`src/rtl/generador_texto.sv`:
```
// One-line text banner renderer: font ROM sequencing plus a blanking-committed host char buffer.
// Optional CURSOR_EN adds a blinking inverted cursor on the last written slot.
module generador_texto #(
    parameter int          N_CHARS      = 8,
    parameter int          X0           = 288,
    parameter int          Y0           = 232,
    parameter logic [2:0]  FG_RGB       = 3'b111,
    parameter logic [2:0]  BG_RGB       = 3'b000,
    parameter int          BLINK_FRAMES = 30
) (
    input  logic                       clk,
    input  logic                       reset,
    input  logic                       pixel_tick,
    input  logic [9:0]                 pixel_x,
    input  logic [9:0]                 pixel_y,
    input  logic                       video_on,
    input  logic                       wr_en,
    input  logic [$clog2(N_CHARS)-1:0] wr_addr,
    input  logic [2:0]                 wr_char,
    output logic                       wr_ready,
    output logic [2:0]                 direccion,
    output logic [3:0]                 rom,
    input  logic [7:0]                 rom_data,
    output logic                       text_on,
    output logic [2:0]                 rgb
);
    localparam int AW = $clog2(N_CHARS);
    localparam logic [9:0] WIN_W = 10'(8 * N_CHARS);

    if (N_CHARS < 2 || N_CHARS > 16 || BLINK_FRAMES < 1) begin : g_bad_param
        $error("generador_texto: bad parameter");
    end

    logic [2:0]    buffer [N_CHARS];
    logic          pend_vld;
    logic [AW-1:0] pend_addr;
    logic [2:0]    pend_char;
    logic          commit;

    logic [9:0]    dx, dy;
    logic [AW-1:0] slot;
    logic          in_win;
    logic [2:0]    bit_sel;
    logic          win0, vid0;
    logic          glyph_bit, pix_on;

    // dx/dy wrap for pixels left of/above the window, so the unsigned compares double as the lower bound
    assign dx     = pixel_x - 10'(X0);
    assign dy     = pixel_y - 10'(Y0);
    assign slot   = dx[AW+2:3];
    assign in_win = video_on && (dx < WIN_W) && (dy < 10'd16);
    assign commit = pend_vld && !video_on;

    always_ff @(posedge clk) begin
        if (reset) begin
            pend_vld  <= 1'b0;
            pend_addr <= '0;
            pend_char <= '0;
            wr_ready  <= 1'b1;
            for (int i = 0; i < N_CHARS; i++) buffer[i] <= '0;
        end else if (wr_en && wr_ready) begin
            pend_vld  <= 1'b1;
            pend_addr <= wr_addr;
            pend_char <= wr_char;
            wr_ready  <= 1'b0;
        end else if (commit) begin
            buffer[pend_addr] <= pend_char;
            pend_vld          <= 1'b0;
            wr_ready          <= 1'b1;
        end
    end

    assign glyph_bit = rom_data[3'd7 - bit_sel];

`ifdef CURSOR_EN
    localparam int FC_W = $clog2(BLINK_FRAMES + 1);
    logic [AW-1:0]   cursor_pos, slot0;
    logic [FC_W-1:0] frame_cnt;
    logic            blink;

    // frame_cnt counts frames entered; blink flips once BLINK_FRAMES have fully elapsed
    always_ff @(posedge clk) begin
        if (reset) begin
            cursor_pos <= '0;
            slot0      <= '0;
            frame_cnt  <= '0;
            blink      <= 1'b0;
        end else begin
            if (!(wr_en && wr_ready) && commit) cursor_pos <= pend_addr;
            if (pixel_tick) begin
                slot0 <= slot;
                if (pixel_x == 10'd0 && pixel_y == 10'd0) begin
                    if (frame_cnt == FC_W'(BLINK_FRAMES)) begin
                        frame_cnt <= FC_W'(1);
                        blink     <= ~blink;
                    end else begin
                        frame_cnt <= frame_cnt + 1'b1;
                    end
                end
            end
        end
    end

    assign pix_on = win0 && (glyph_bit ^ (blink && slot0 == cursor_pos));
`else
    assign pix_on = win0 && glyph_bit;
`endif

    always_ff @(posedge clk) begin
        if (reset) begin
            direccion <= '0;
            rom       <= '0;
            bit_sel   <= '0;
            win0      <= 1'b0;
            vid0      <= 1'b0;
            text_on   <= 1'b0;
            rgb       <= 3'b000;
        end else if (pixel_tick) begin
            direccion <= buffer[slot];
            rom       <= dy[3:0];
            bit_sel   <= dx[2:0];
            win0      <= in_win;
            vid0      <= video_on;
            text_on   <= pix_on;
            rgb       <= !vid0 ? 3'b000 : !win0 ? 3'b000 : pix_on ? FG_RGB : BG_RGB;
        end
    end
endmodule

```
`config.mk`:
```
export PLATFORM = sky130hd
export DESIGN_NAME = generador_texto
export DESIGN_NICKNAME = d
export VERILOG_FILES = /design/src/rtl/generador_texto.sv
export SDC_FILE = /design/constraint.sdc
export NUM_CORES = 1
export LEC_CHECK = 0
export ABC_CLOCK_PERIOD_IN_PS = 6000
export BUFFER_PORTS_ARGS = -buffer_cell sky130_fd_sc_hd__buf_2
export CAP_MARGIN = 10
export CELL_PAD_IN_SITES_DETAIL_PLACEMENT = 1
export CELL_PAD_IN_SITES_GLOBAL_PLACEMENT = 2
export CORE_MARGIN = 3
export CORE_UTILIZATION = 25
export DETAILED_ROUTE_END_ITERATION = 10
export PLACE_DENSITY_LB_ADDON = 0.2
export REMOVE_ABC_BUFFERS = 1
export SLEW_MARGIN = 10
export SYNTH_ARGS = -nofsm -noshare
export SYNTH_HDL_FRONTEND = slang
export SYNTH_SLANG_ARGS = --single-unit
```
`constraint.sdc`:
```
create_clock -name clk -period 6 [get_ports clk]
set_clock_uncertainty 0.2 [all_clocks]
set_input_delay 0 -clock clk [delete_from_list [all_inputs] [get_ports clk]]
set_output_delay 0 -clock clk [all_outputs]
set_load 0.01 [all_outputs]
```
# Yosys cells after proc, flatten, opt, wreduce, memory -nomap -nowiden
# Memories as Yosys holds them, arrays and structs flattened. A register that Yosys moved wholly into a read port is not among the register bits.
# Cells that the tools add are included.
op_classes:
  n_addsub: 3
  n_lt_le_gt_ge: 3
  muxes: 18
  n_reduce_logical: 8
ops:
  columns: ["op", "n"]
  rows:
  - ["2-to-1 mux 3 bit", 5]
  - ["2-to-1 mux 1 bit", 12]
  - ["< comparator 10 x 5 -> 1 bit, second input constant", 1]
  - ["< comparator 10 x 7 -> 1 bit, second input constant", 1]
  - ["subtractor 10 x 8 -> 10 bit, second input constant", 1]
  - ["subtractor 10 x 9 -> 10 bit, second input constant", 1]
  - ["logical AND 1 bit", 5]
  - ["< comparator 3 x 4 -> 1 bit, second input constant", 1]
  - ["binary-select mux 1 bit (select 3 bit)", 1]
  - ["OR reduction 3 bit", 1]
  - ["subtractor 3 bit, first input constant", 1]
  - ["nonzero test 2 bit", 1]
  - ["zero test 1 bit", 1]
totals:
  reg_bits: 21
  ramBits: 24
  output_inout_bits: 12
  memories: 1
mem_list:
  columns: ["name", "words", "width", "rd", "rd_clocked_by_memory_dff", "wr", "line", "source"]
  rows:
  - ["buffer", 8, 3, 1, 1, 8, "34", "logic [2:0] buffer [N_CHARS];"]

# Longest topological paths before layout
logic_depth:
  ltp_word: 8
  ltp_mapped: 6
  ltp_nobuf: 5

# Worst setup path after synthesis
# OpenSTA, ideal clock, no wires.
synth_timing:
  path_type: "register -> register"
  startpoint: "reg wr_ready"
  endpoint: "mem buffer[0][0], enable pin"
  setup_time_ns: 0.355
  arrival_ns: 1.506
  t_required_ns: 5.445
  path_slack_ns: 3.938
  stages_incl_launch_ff: 6
  n_path_buf: 2
  synth_period_minus_slack_ns: 2.062
  path_cell_list: "dfxtp_1 -> and2_4 -> buf_6 -> or4_4 -> buf_6 -> o31ai_1"
synth_rtl:
  columns: ["element", "line", "source"]
  rows:
  - ["start: declaration", "20", "output logic wr_ready,"]
  - ["start signal: assignment", "59", "wr_ready <= 1'b1;"]
  - ["start signal: assignment", "65", "wr_ready <= 1'b0;"]
  - ["start signal: assignment", "69", "wr_ready <= 1'b1;"]
  - ["end: declaration", "34", null]

==> summary.txt <==
Run status
  • Status: completed

STA
  • Crit path time final: 2.23 ns
  • Final Cycle Share: a little under two fifths
  • Rel. slew slack: 48.6%
  • Final Hold Vio Count: 0
  • Worst slew pin tran: 0.760 ns
  • RSZ-0062 raised after global routing: false
  • Sum Neg Setup Slack: 0 ns
  • Final setup viols: 0
  • Slew Limit Fails: 0
  • Max Fclk: 449 MHz

Die
  • Initial core utilization: 26.0%
  • Row count: 33
  • Core area: 0.00830 sq mm
  • Die span in x: 98.9 um
  • Chip height: 98.9 um
  • IO Pins: 51
  • Total die area: 0.00977 sq mm

Placement
  • Post-DP HPWL: 3.80 mm
  • PortBufs: 50
  • Placed cells: 338
  • GP Congestion: approximately 0.67

Power
  • Power Dens Cells: ~230 mW/mm^2
  • P_sw: 0.000156 W
  • Clock share of power: 34.3%
  • Sw Ratio: 23.2%
  • Worst VDD drop: between 0.09 and 0.1 mV
  • Leakage: 1.20 nW
  • Sequential Power Share: 52.8%
  • Comb pwr share: 12.9%
  • Internal power: 0.000515 W

Logic synthesis
  • Netlist cell types: 46
  • Post-synth EDFFs: 24
  • Avg Cell Area, Syn: ~11 sq um
  • Synth warnings: 0
  • Post-Syn Area: roughly 0.0022 sq mm
  • Post-synthesis async set-or-reset flop share: 0%
  • Yosys top cell by area: edfxtp_1
  • Top_reg_cell synth: edfxtp_1
  • Mapped Cells: around 200
  • Seq cells post-synth: 46
  • Top post-synthesis cells by area: edfxtp_1, dfxtp_1, mux4_2
  • Synth top area share: 33.4%
  • Sequential area share after synthesis: 53.9%

Drt
  • Vias per cell: 4.43
  • DR vias: 1705
  • DRT Wirelength: 5.35 mm
  • DR iter-0 viols: 48
  • DRC: 0
  • Total iterations of the first detailed-routing run: 4
  • Routed WL per cell: 13.9 um
  • Post-DRT Antenna Nets: 0

Global routing
  • GRT Util Overall: a little under an eighth
  • Vias in the first global route: roughly 1800
  • Initial antenna violation count: 0
  • First-pass GRT wire length: approximately 9.0 mm
  • Pin count of the biggest net entering global routing: 27
  • Total congestion overflow: 0

CTS
  • CTS tree: done
  • CTS Buf Count: 5
  • H-tree depth: 2
  • Clk_lat worst skew: 0.29 ns
  • Clk buf depth: 2
  • Clock root buffer: clkbuf_8
  • CTS sink count: 46
  • Reg clk slew, reported paths: ~0.09 ns

Flow run
  • Max-cap violations: 0

Worst setup path
  • CP Launch Type: input pin
  • CP max FO: 26
  • Worst path required time: 5.80 ns
  • Crit path kind: input pin to flop
  • CP arrival: 2.03 ns
  • Worst setup EP type: flop

Finish
  • Fin cells: approximately 390
  • Area grow syn2layout: 37.2%
  • Antenna Cells: 0
  • Share of cells above drive strength 1: 25.0%
  • NumNets Final: 320

Worst hold path
  • Hold Path Class: input pin to flop
## power by group through the flow
| stage | sequential [W] | clock (W) | combinational [W] |
|---|---|---|---|
| after floorplan | 0.000360 | 0 | 0.0000340 |
| after global placement | 0.000361 | 0 | 0.0000672 |
| after detailed placement | 0.000362 | 0 | 0.0000675 |
| after CTS | 0.000354 | 0.000237 | 0.0000872 |
| after global routing | 0.000356 | 0.000252 | 0.0000969 |
| final | 0.000354 | 0.000230 | 0.0000865 |
## worst paths after layout
| check | start | to | slack (ns) | cells after the start |
|---|---|---|---|---|
| worst max-delay path | reset | buffer[3][0] | 3.77 | 5 |
| worst min-delay path | pixel_y[9] | win0 | 0.02 | 4 |
| worst max register to register | wr_ready | pend_addr[0] | 3.83 | 5 |
| worst min register to register | text_on | text_on | 0.26 | 1 |
## flip-flops by register name, summed over array words and instances (netlist names), 3 cells and up
register,count
buffer,24
rom,4
bit_sel,3
direccion,3
pend_addr,3
pend_char,3
## timing repair
| item | 4_1_cts | 5_1_grt |
|---|---|---|
| hold buffers | 39 | 0 |
| setup buffers | 0 | 0 |
| gates resized for setup | 0 | 0 |
| endpoints found under the hold margin | 20 | 0 |
## placed cells by master (no fill, tap or decap), drive strengths merged, types with 2 or more instances in the layout
master / instances
a21oi: 7
and2: 7
buf: 50
clkbuf: 5
clkinv: 2
dfxtp: 22
dlygate4sd3: 39
edfxtp: 24
ha: 2
inv: 9
mux2i: 10
mux4: 6
nand2: 21
nand2b: 2
nand3: 2
nand3b: 6
nor2: 26
nor3: 6
nor3b: 2
nor4: 3
nor4b: 2
o21ai: 3
o22ai: 3
or2: 2
or4: 2
## layout make-up
type	count	area [sq um]
Fill cell	939	5340
Sequential cell	46	1160
Multi-Input combinational cell	128	882
Timing Repair Buffer	89	641
Tap cell	105	131
Clock buffer	5	68.8
Clock inverter	3	40.0
Inverter	9	33.8
## critical path, stage by stage
cell and delay (ns):
dlygate4sd3_1 0.53, buf_2 0.28, nor4b_1 0.75, nand3b_1 0.25
nand2_1 0.21
## stage by stage
step | total power (W) | cell area (sq um) | utilization, % | hold slack, ns | worst slack, ns
floorplan | 0.000394 | 2080 | - | -0.131 | 4.08
global placement | 0.000429 | 2460 | 29.6 | 0.0406 | 3.88
detailed placement | 0.000429 | 2460 | 29.6 | 0.0334 | 3.83
CTS | 0.000679 | 2960 | 35.6 | 0.0214 | 3.70
global route | 0.000705 | 2960 | 35.6 | 0.0342 | 3.55
finish | 0.000671 | 2960 | 35.6 | 0.0242 | 3.77
## metal layers
layer	part of all wire (%)	GRT usage (%)	wire length, um	vias up
met5	0	0	0	-
met4	0.71	2.52	38	0
li1	-	-	-	861
met1	50	15.6	2650	797
met3	4.8	2.76	257	4
met2	45	18.4	2400	43
## Yosys cell counts (2+ instances only)
cell,count
nor2_1,26
edfxtp_1,24
dfxtp_1,22
nand2_1,21
mux2i_1,10
inv_1,9
a21oi_1,7
and2_1,6
mux4_2,6
nand3b_1,6
nor3_1,6
clkbuf_1,5
buf_2,3
nor4_1,3
o21ai_0,3
o22ai_1,3
buf_1,2
buf_4,2
buf_6,2
ha_1,2
nand2b_1,2
nand3_1,2
nor4b_1,2
## cells by family after synthesis
group           synth area share (%)
flops                           53.9
buf+inv                         5.22
xor+xnor                       0.406
mux                             10.9
simple gates                    21.5
compound gates                  6.97
fa+ha+maj                       1.16
(Power assumes the default switching activity.)
